==> src/rtl/prog_loader_pkg.sv <==
// Shared definitions for the program loader: memory geometry, run length,
// address/counter widths and the sequencing state encoding.
package prog_loader_pkg;

    localparam int IM_WORDS_DEF   = 32;
    localparam int DM_BYTES_DEF   = 128;
    localparam int RUN_CYCLES_DEF = 17;

    localparam int IM_AW  = 5;
    localparam int DM_AW  = 7;
    localparam int LEN_W  = 6;
    localparam int RUN_CW = 5;

    typedef logic [IM_AW-1:0]  im_addr_t;
    typedef logic [DM_AW-1:0]  dm_addr_t;
    typedef logic [LEN_W-1:0]  len_t;
    typedef logic [RUN_CW-1:0] run_cnt_t;

    typedef enum logic [2:0] {
        IDLE,
        CLR,
        LOAD,
        RUN,
        DONE
    } state_t;

    // Requested load length saturated at the instruction-memory depth.
    function automatic len_t clamp_len(input len_t req, input len_t limit);
        return (req > limit) ? limit : req;
    endfunction

endpackage

==> src/rtl/prog_loader_byte_packer.sv <==
// Collects four handshaked bytes big-endian into one 32-bit word and
// presents it with a registered one-cycle valid pulse.
module byte_packer
    import prog_loader_pkg::*;
(
    input  logic        clk,
    input  logic        rst_n,
    input  logic        clear,
    input  logic [7:0]  data,
    input  logic        fire,
    output logic        last,
    output logic        word_valid,
    output logic [31:0] word
);

    logic [1:0]  idx;
    logic [23:0] acc;

    assign last = (idx == 2'd3);

    // A clear discards any partial word left over from an interrupted load.
    always_ff @(posedge clk or negedge rst_n) begin
        if (!rst_n) begin
            idx        <= 2'd0;
            acc        <= 24'd0;
            word       <= 32'd0;
            word_valid <= 1'b0;
        end else begin
            word_valid <= 1'b0;
            if (clear) begin
                idx <= 2'd0;
                acc <= 24'd0;
            end else if (fire) begin
                if (last) begin
                    word       <= {acc, data};
                    word_valid <= 1'b1;
                    idx        <= 2'd0;
                end else begin
                    acc <= {acc[15:0], data};
                    idx <= idx + 2'd1;
                end
            end
        end
    end

endmodule

==> src/rtl/prog_loader.sv <==
// Load-and-run sequencer: clears both memories, streams program bytes into
// instruction memory, then releases the CPU for a fixed run and flags the dump.
module prog_loader
    import prog_loader_pkg::*;
#(
    parameter int IM_WORDS   = IM_WORDS_DEF,
    parameter int DM_BYTES   = DM_BYTES_DEF,
    parameter int RUN_CYCLES = RUN_CYCLES_DEF
) (
    input  logic             clk_i,
    input  logic             rst_i,
    input  logic             start_i,
    input  logic [LEN_W-1:0] load_len_i,
    input  logic [7:0]       byte_i,
    input  logic             byte_valid_i,
    output logic             byte_ready_o,
    output logic             im_we_o,
    output logic [IM_AW-1:0] im_addr_o,
    output logic [31:0]      im_data_o,
    output logic             dm_we_o,
    output logic [DM_AW-1:0] dm_addr_o,
    output logic [7:0]       dm_data_o,
    output logic             cpu_rst_n_o,
    output logic             snap_o,
    output logic             done_o
);

    localparam dm_addr_t DM_LAST  = dm_addr_t'(DM_BYTES - 1);
    localparam dm_addr_t IM_AREA  = dm_addr_t'(IM_WORDS);
    localparam len_t     IM_LEN   = len_t'(IM_WORDS);
    localparam run_cnt_t RUN_LAST = run_cnt_t'(RUN_CYCLES - 1);

    state_t   state;
    len_t     len_q;
    len_t     words_q;
    run_cnt_t run_cnt;
    im_addr_t im_addr_q;
    dm_addr_t dm_addr_q;
    logic     im_we_q;
    logic     dm_we_q;
    logic     ready_q;
    logic     cpu_rst_n_q;
    logic     snap_q;
    logic     done_q;

    logic        start_ok;
    logic        fire;
    logic        last_byte;
    logic        word_valid;
    logic [31:0] word;
    dm_addr_t    dm_next;

    assign start_ok = start_i && ((state == IDLE) || (state == DONE));
    assign fire     = byte_valid_i && ready_q;
    assign dm_next  = dm_addr_q + dm_addr_t'(1);

    byte_packer u_packer (
        .clk        (clk_i),
        .rst_n      (rst_i),
        .clear      (start_ok),
        .data       (byte_i),
        .fire       (fire),
        .last       (last_byte),
        .word_valid (word_valid),
        .word       (word)
    );

    // The data-memory address doubles as the clear counter; the first
    // IM_WORDS clear cycles also zero instruction memory.
    always_ff @(posedge clk_i or negedge rst_i) begin
        if (!rst_i) begin
            state       <= IDLE;
            len_q       <= '0;
            words_q     <= '0;
            run_cnt     <= '0;
            im_addr_q   <= '0;
            dm_addr_q   <= '0;
            im_we_q     <= 1'b0;
            dm_we_q     <= 1'b0;
            ready_q     <= 1'b0;
            cpu_rst_n_q <= 1'b0;
            snap_q      <= 1'b0;
            done_q      <= 1'b0;
        end else begin
            snap_q <= 1'b0;
            case (state)
                IDLE, DONE: begin
                    if (start_i) begin
                        state       <= CLR;
                        len_q       <= clamp_len(load_len_i, IM_LEN);
                        words_q     <= '0;
                        run_cnt     <= '0;
                        dm_we_q     <= 1'b1;
                        dm_addr_q   <= '0;
                        im_we_q     <= 1'b1;
                        im_addr_q   <= '0;
                        ready_q     <= 1'b0;
                        cpu_rst_n_q <= 1'b0;
                        done_q      <= 1'b0;
                    end
                end
                CLR: begin
                    if (dm_addr_q == DM_LAST) begin
                        dm_we_q   <= 1'b0;
                        dm_addr_q <= '0;
                        im_we_q   <= 1'b0;
                        im_addr_q <= '0;
                        if (len_q != '0) begin
                            state   <= LOAD;
                            ready_q <= 1'b1;
                        end else begin
                            state       <= RUN;
                            cpu_rst_n_q <= 1'b1;
                            run_cnt     <= '0;
                            snap_q      <= (RUN_LAST == '0);
                        end
                    end else begin
                        dm_addr_q <= dm_next;
                        im_we_q   <= (dm_next < IM_AREA);
                        im_addr_q <= (dm_next < IM_AREA) ? im_addr_t'(dm_next) : '0;
                    end
                end
                LOAD: begin
                    // Ready drops with the fourth byte so nothing is taken
                    // while the assembled word is being written.
                    if (fire && last_byte) begin
                        ready_q <= 1'b0;
                    end
                    if (word_valid) begin
                        im_addr_q <= im_addr_q + im_addr_t'(1);
                        words_q   <= words_q + len_t'(1);
                        if (words_q + len_t'(1) == len_q) begin
                            state       <= RUN;
                            cpu_rst_n_q <= 1'b1;
                            run_cnt     <= '0;
                            snap_q      <= (RUN_LAST == '0);
                            im_addr_q   <= '0;
                        end else begin
                            ready_q <= 1'b1;
                        end
                    end
                end
                RUN: begin
                    if (run_cnt == RUN_LAST) begin
                        state  <= DONE;
                        done_q <= 1'b1;
                    end else begin
                        run_cnt <= run_cnt + run_cnt_t'(1);
                        snap_q  <= (run_cnt + run_cnt_t'(1) == RUN_LAST);
                    end
                end
                default: begin
                    state <= IDLE;
                end
            endcase
        end
    end

    // Word writes come straight from the packer's registered pulse so they
    // land exactly one cycle after the fourth byte handshake.
    assign byte_ready_o = ready_q;
    assign im_we_o      = im_we_q | word_valid;
    assign im_addr_o    = im_addr_q;
    assign im_data_o    = word_valid ? word : 32'd0;
    assign dm_we_o      = dm_we_q;
    assign dm_addr_o    = dm_addr_q;
    assign dm_data_o    = 8'd0;
    assign cpu_rst_n_o  = cpu_rst_n_q;
    assign snap_o       = snap_q;
    assign done_o       = done_q;

endmodule

==> config.mk <==
export PLATFORM = sky130hd
export DESIGN_NAME = prog_loader
export DESIGN_NICKNAME = d
export VERILOG_FILES = /design/src/rtl/prog_loader_pkg.sv /design/src/rtl/prog_loader_byte_packer.sv /design/src/rtl/prog_loader.sv
export SDC_FILE = /design/constraint.sdc
export NUM_CORES = 1
export LEC_CHECK = 0
export ABC_AREA = 1
export CAP_MARGIN = 15
export CORE_ASPECT_RATIO = 1.5
export CORE_UTILIZATION = 35
export CTS_BUF_LIST = sky130_fd_sc_hd__clkbuf_8
export DETAILED_ROUTE_END_ITERATION = 16
export GPL_TIMING_DRIVEN = 0
export PLACE_DENSITY = 0.58
export SYNTH_ARGS = -nofsm -noshare
export SYNTH_HDL_FRONTEND = slang
export SYNTH_SLANG_ARGS = --single-unit
==> constraint.sdc <==
create_clock -name clk_i -period 2.04 [get_ports clk_i]
set_clock_uncertainty 0.2 [all_clocks]
set_input_delay 0.408 -clock clk_i [delete_from_list [all_inputs] [get_ports clk_i]]
set_output_delay 0.408 -clock clk_i [all_outputs]
set_load 0.1 [all_outputs]
==> results of run 1 <==
[final cells by class]
| type | count | area (um^2) | share of cell area (%) |
|---|---|---|---|
| sequential | 97 | 2449 | 35.17 |
| tap | 159 | 198.9 | 2.858 |
| clock buffer | 9 | 123.9 | 1.779 |
| clock inverter | 7 | 61.31 | 0.8807 |
| buffer | 23 | 205.2 | 2.948 |
| timing repair buffer | 94 | 1310 | 18.82 |
| multi-input combinational | 357 | 2096 | 30.10 |
| inverter | 108 | 518.0 | 7.441 |
[cells in the mapped netlist, drive strengths merged]
master | n | area, um^2
clkbuf | 13 | 48.80
nand4 | 13 | 81.33
xnor2 | 4 | 35.03
o31ai | 3 | 22.52
dfrtp | 97 | 2427
o21a | 1 | 7.510
xor2 | 4 | 35.03
o21bai | 1 | 7.510
ha | 7 | 87.58
nor3 | 4 | 31.28
buf | 11 | 77.57
o22ai | 27 | 168.9
o41ai | 1 | 8.760
a21oi | 5 | 25.02
a22o | 2 | 17.52
inv | 108 | 405.4
or2 | 2 | 12.51
nand2 | 154 | 585.6
a211oi | 1 | 7.510
a31oi | 1 | 6.260
conb | 1 | 3.750
nand3 | 35 | 180.2
nor2 | 32 | 140.1
o21ai | 52 | 267.8
[power groups by stage]
stage / sequential, mW / clock, mW / combinational (mW)
6_report: 2.81 / 1.23 / 3.72
5_1_grt: 2.87 / 1.33 / 4.04
4_1_cts: 2.76 / 1.26 / 3.44
3_5_place_dp: 2.78 / 0 / 3.27
3_3_place_gp: 2.77 / 0 / 3.21
2_1_floorplan: 3.40 / 0 / 1.77
[cells by family after synthesis]
kind of cell,after synthesis
compound gates,94
xor+xnor,8
fa+ha+maj,7
buf+inv,132
flops,97
other cells,1
simple gates,240
[per-stage QoR]
stage	setup WS (ns)	TNS [ns]	area (um^2)	power [mW]	util (%)
after floorplan	-0.1253	-0.1534	4867	5.170	-
after global placement	-3.976	-369.13	5737	5.983	44.07
after detailed placement	-1.048	-45.60	5762	6.049	44.26
after CTS	-0.1182	-2.183	6556	7.465	50.37
after global routing	-0.09385	-2.733	6962	8.242	53.48
final	-0.06871	-1.530	6962	7.760	53.48
[registers in the layout, indices dropped and copies added, names as in the netlist]
| signal | count |
|---|---|
| dm_addr_o | 7 |
| u_packer.word | 32 |
| im_addr_o | 5 |
| words_q | 6 |
| done_o | 1 |
| dm_we_o | 1 |
| u_packer.acc | 24 |
| len_q | 6 |
| u_packer.word_valid | 1 |
| snap_o | 1 |
| byte_ready_o | 1 |
| im_we_q | 1 |
| u_packer.idx | 2 |
| run_cnt | 5 |
| state | 3 |
| cpu_rst_n_o | 1 |
[what timing repair did]
item	4_1_cts	5_1_grt
resized for setup	383	88
endpoints found under the hold margin	37	0
endpoints found under the setup margin	118	85
cloned	2	1
pin swaps	2	7
hold buffers	1	0
setup buffers	11	11
[worst max path at each step]
stage                        startpoint       endpoint  slack, ns  cells past startpoint
floorplan                  dm_addr_o[0]    cpu_rst_n_o      -0.13                     12
global route        u_packer.word_valid  im_data_o[15]      -0.09                      5
global placement                  rst_i   dm_addr_o[0]      -3.98                      1
finish              u_packer.word_valid  im_data_o[26]      -0.07                      5
CTS                 u_packer.word_valid   im_data_o[8]      -0.12                      5
detailed placement  u_packer.word_valid   im_data_o[1]      -1.05                      5
[critical path: stages, from the launching register on]
cell and delay (ns):
dfrtp_2 0.46, buf_6 0.15, clkbuf_16 0.16, nand2_4 0.07
clkinvlp_4 0.10, buf_12 0.17
[layer usage]
metal,GRT usage [%],vias up,wire [um]
met4,8.282,0,338
met3,3.228,22,470
met1,20.37,1989,4840
met2,33.65,98,6632
li1,-,2041,-
met5,0,-,0
==> impl_metrics.yaml, run 1 <==
placed_design:
  portBuffers: 67
  dpl.cell_count: 813
  place_hpwl_um: 8367
  gp_congestion: 0.8478
timing:
  fmax_mhz: 474.2
  tightest_slew_ns: 0.5669
  worst_slack_ns: -0.06871
  setup_viol_count_final: 30
  min_period_ns: 2.109
  finalMaxSlewViolations: 0
  hold_viol_final: 0
  holdWs_ns: 0.2886
  min_period_over_period_pct: 103.4
  rsz0062_at_grt: "yes"
  slew_headroom_pct: 62.38
setup_path:
  ff2ff_path_depth: 11
  r2r-start: "words_q[0]"
  crit_fanout: 5
  worst_setup_path_start_kind: "register"
  crit_required_ns: 1.43
  crit_path_end_kind: "primary output"
  path_class: "reg -> out"
  rr_endpoint: "run_cnt[2]"
  worstPathArrival_ns: 1.50
  r2r_slack_ns: 0.06
floorplanning:
  die_h_um: 143.8
  start_util_pct: 36.03
  fp.dieW_um: 96.53
  ioPinCount: 76
  design.die.area_mm2: 0.01388
  row_count: 51
  core_area_mm2: 0.01302
power:
  irDropWorstVdd_mv: 1.082
  leakage_nw: 3.497
  p_sw_share_pct: 47.81
  power.switching_mw: 3.710
  p_comb_share_pct: 47.9
  p_seq_share_pct: 36.2
  power_density_mw_per_mm2: 1115
  internal_power_mw: 4.050
  clkPwrFrac_pct: 15.9
detailed_routing:
  drt_iter0_drc: 154
  drt-total-wl_um: 12280
  drc_errors: 0
  routedWlPerCell_um: 14.38
  dr.pass1.iters: 4
  ant_nets: 0
  vias_per_cell: 4.859
  vias: 4150
synth:
  synth_seq_area_share_pct: 51.75
  synth_mux_area_share_pct: 0
  synth-compound-area-share_pct: 11.50
  synth_area_mm2: 0.004691
  synth-seq-cells: 97
  synth.distinct_cells: 33
  synth_top_family_by_area: "simple AND/OR/NAND/NOR gates"
  synth-adder-area-share_pct: 1.867
  yosysWarnings: 0
  synth_cells: 579
  avgSynthCellArea_um2: 8.101
  synth-simple-area-share_pct: 21.98
  synth-xor-area-share_pct: 1.494
grt:
  grt.overflow.total: 0
  grt_usage_pct: 18.47
  grt_max_degree: 61
  grt_pass1_vias: 4236
  antenna_found_initial: 0
  grt_pass1_wl_um: 19630
layout:
  layout_common_cells: "nand2_1, dfrtp_1, inv_1"
  diodes: 0
  drive_above_1_share_pct: 32.81
  area_delta_synth_final_pct: 48.41
  layout_commonest_cell: "nand2_1"
  stdcell_count: 854
  nets: 715
  n_fill_cell: 1195
hold_path:
  hp-start: "u_packer.idx[0]"
  holdPathEnd: "u_packer.idx[0]"
  holdPathStages: 1
  hold_path_class: "reg -> reg"
status:
  status: "finished, violations left"
  violations: "setup timing"
cts:
  cts_sinks: 97
  cts_buffers: 9
  clock-root-buffer: "clkbuf_8"
  cts_tree: "yes"
  clk_pin_slew_ns: 0.10
  clock_latency_ns: 0.39
  clockBufferDepth: 2
  htreeDepth: 3
flow_run:
  max_cap_violations: 0
No activity file was read; power rests on OpenSTA's default activity.
==> run 2: changes to the inputs <==
Settings changed: PLACE_DENSITY 0.58 to unset.
==> impl_metrics.yaml, run 2 (synthesized netlist as in run 1, its figures left out) <==
status:
  status: "finished, violations left"
  violations: "setup timing"
placed_design:
  post_dp_cell_area_mm2: 0.005762
  gp_congestion: 0.8246
  place_hpwl_um: 8341
  portBuffers: 67
  pre_cts_slack_ns: -1.054
  dpl.cell_count: 813
layout:
  regMostFlops: "u_packer.word"
  layout_commonest_cell: "nand2_1"
  diodes: 0
  area_delta_synth_final_pct: 40.17
  layout_common_cells: "nand2_1, dfrtp_1, inv_1"
  final_util_pct: 50.51
  stdcell_count: 846
  final_area_mm2: 0.006575
  nets: 707
  largest_reg_flops: 32
  drive_above_1_share_pct: 31.00
setup_path:
  worstPathArrival_ns: 1.50
  r2r-start: "state[0]"
  crit_path_end_kind: "primary output"
  crit_slowest_cell: "dfrtp_2"
  worstSetupStartpoint: "u_packer.word_valid"
  worst_setup_path_start_kind: "register"
  cp_cell_sequence: "buf_6 > clkbuf_16 > nand2_2 > clkinvlp_4 > buf_8"
  crit_fanout: 6
  path_class: "reg -> out"
  max_stage_delay_ns: 0.48
  crit_required_ns: 1.43
grt:
  grt_max_degree: 63
  grt_usage_pct: 18.12
  grt_pass1_vias: 4047
  grt_pass1_wl_um: 19330
  grt.overflow.total: 0
  antenna_found_initial: 0
detailed_routing:
  ant_nets: 0
  drc_errors: 0
  dr.pass1.iters: 4
  drt_iter0_drc: 162
  vias: 4072
  vias_per_cell: 4.813
  routedWlPerCell_um: 13.73
  drt-total-wl_um: 11620
timing:
  holdWs_ns: 0.2913
  rsz0062_at_grt: "yes"
  tightest_slew_ns: 0.5378
  worst_slack_ns: -0.06670
  finalMaxSlewViolations: 0
  hold_viol_final: 0
  min_period_over_period_pct: 103.3
  fmax_mhz: 474.7
  min_period_ns: 2.107
  setup_viol_count_final: 15
  finalSetupTns_ns: -0.5271
  slew_headroom_pct: 63.68
power:
  p_comb_share_pct: 47.5
  leakage_nw: 3.057
  power_mw: 7.587
  power_density_mw_per_mm2: 1154
  irDropWorstVdd_mv: 1.131
  power.switching_mw: 3.638
  p_seq_share_pct: 36.9
  internal_power_mw: 3.949
  p_sw_share_pct: 47.95
  clkPwrFrac_pct: 15.7
floorplanning:
  die_h_um: 143.8
  start_util_pct: 36.03
  design.die.area_mm2: 0.01388
  fp.dieW_um: 96.53
  core_area_mm2: 0.01302
  ioPinCount: 76
  row_count: 51
cts:
  clock_latency_ns: 0.37
  cts_sinks: 97
  htreeDepth: 3
  cts_tree: "yes"
  clock-root-buffer: "clkbuf_8"
  clockBufferDepth: 2
  clk_pin_slew_ns: 0.10
  cts_buffers: 9
hold_path:
  hp-start: "u_packer.word[14]"
  hold_path_class: "reg -> reg"
flow_run:
  max_cap_violations: 0
[run 2: power groups by stage]
| stage | combinational [mW] | sequential, mW | clock [mW] |
|---|---|---|---|
| 2_1_floorplan | 1.77 | 3.40 | 0 |
| 3_3_place_gp | 3.20 | 2.77 | 0 |
| 3_5_place_dp | 3.26 | 2.79 | 0 |
| 6_report | 3.60 | 2.80 | 1.19 |
| 4_1_cts | 3.40 | 2.78 | 1.21 |
| 5_1_grt | 3.93 | 2.86 | 1.31 |
[run 2: worst max-delay path, delay by kind of cell, from the launching register on]
kind / cells / cell delay (ns)
buffers and inverters: 4 / 0.56
and+or+nand+nor: 1 / 0.08
DFF: 1 / 0.48
[run 2: area by class of cell]
cell class	count	area, um^2
buffer	23	167.7
clock buffer	9	123.9
tap	159	198.9
timing repair buffer	86	1095
fill	1249	6442
sequential	97	2450
multi-input combinational	357	1967
clock inverter	7	55.05
inverter	108	518.0
[run 2: worst paths after layout]
check | to | slack, ns | cells past startpoint
worst max register to register | run_cnt[0] | 0.04 | 9
worst min-delay path | u_packer.word[14] | 0.29 | 2
min in group asynchronous | u_packer.word[5] | 0.33 | 2
worst max-delay path | im_data_o[8] | -0.07 | 5
worst min register to register | u_packer.word[14] | 0.29 | 2
max in group asynchronous | im_addr_o[1] | 0.61 | 3
[run 2: routing by layer]
metal | global-route usage, % | wire length, um | vias up | share of wire, %
li1 | - | - | 2029 | -
met1 | 21.12 | 4783 | 1939 | 41
met2 | 32.99 | 6282 | 94 | 54
met3 | 3.492 | 424 | 10 | 3.6
met4 | 5.108 | 129 | 0 | 1.1
met5 | 0 | 0 | - | 0
[run 2: repair_timing]
action | CTS | global route
cloned | 1 | 0
setup endpoints to repair | 117 | 83
hold buffers | 1 | 0
endpoints found under the hold margin | 35 | 0
buffers inserted | 9 | 7
pin swaps | 2 | 7
gates resized for setup | 352 | 54
==> run 3: changes to the inputs <==
Settings changed: CTS_CLUSTER_DIAMETER set to 30.
==> results of run 3 <==
Final layout, timing and power as in run 2 (identical DEF).
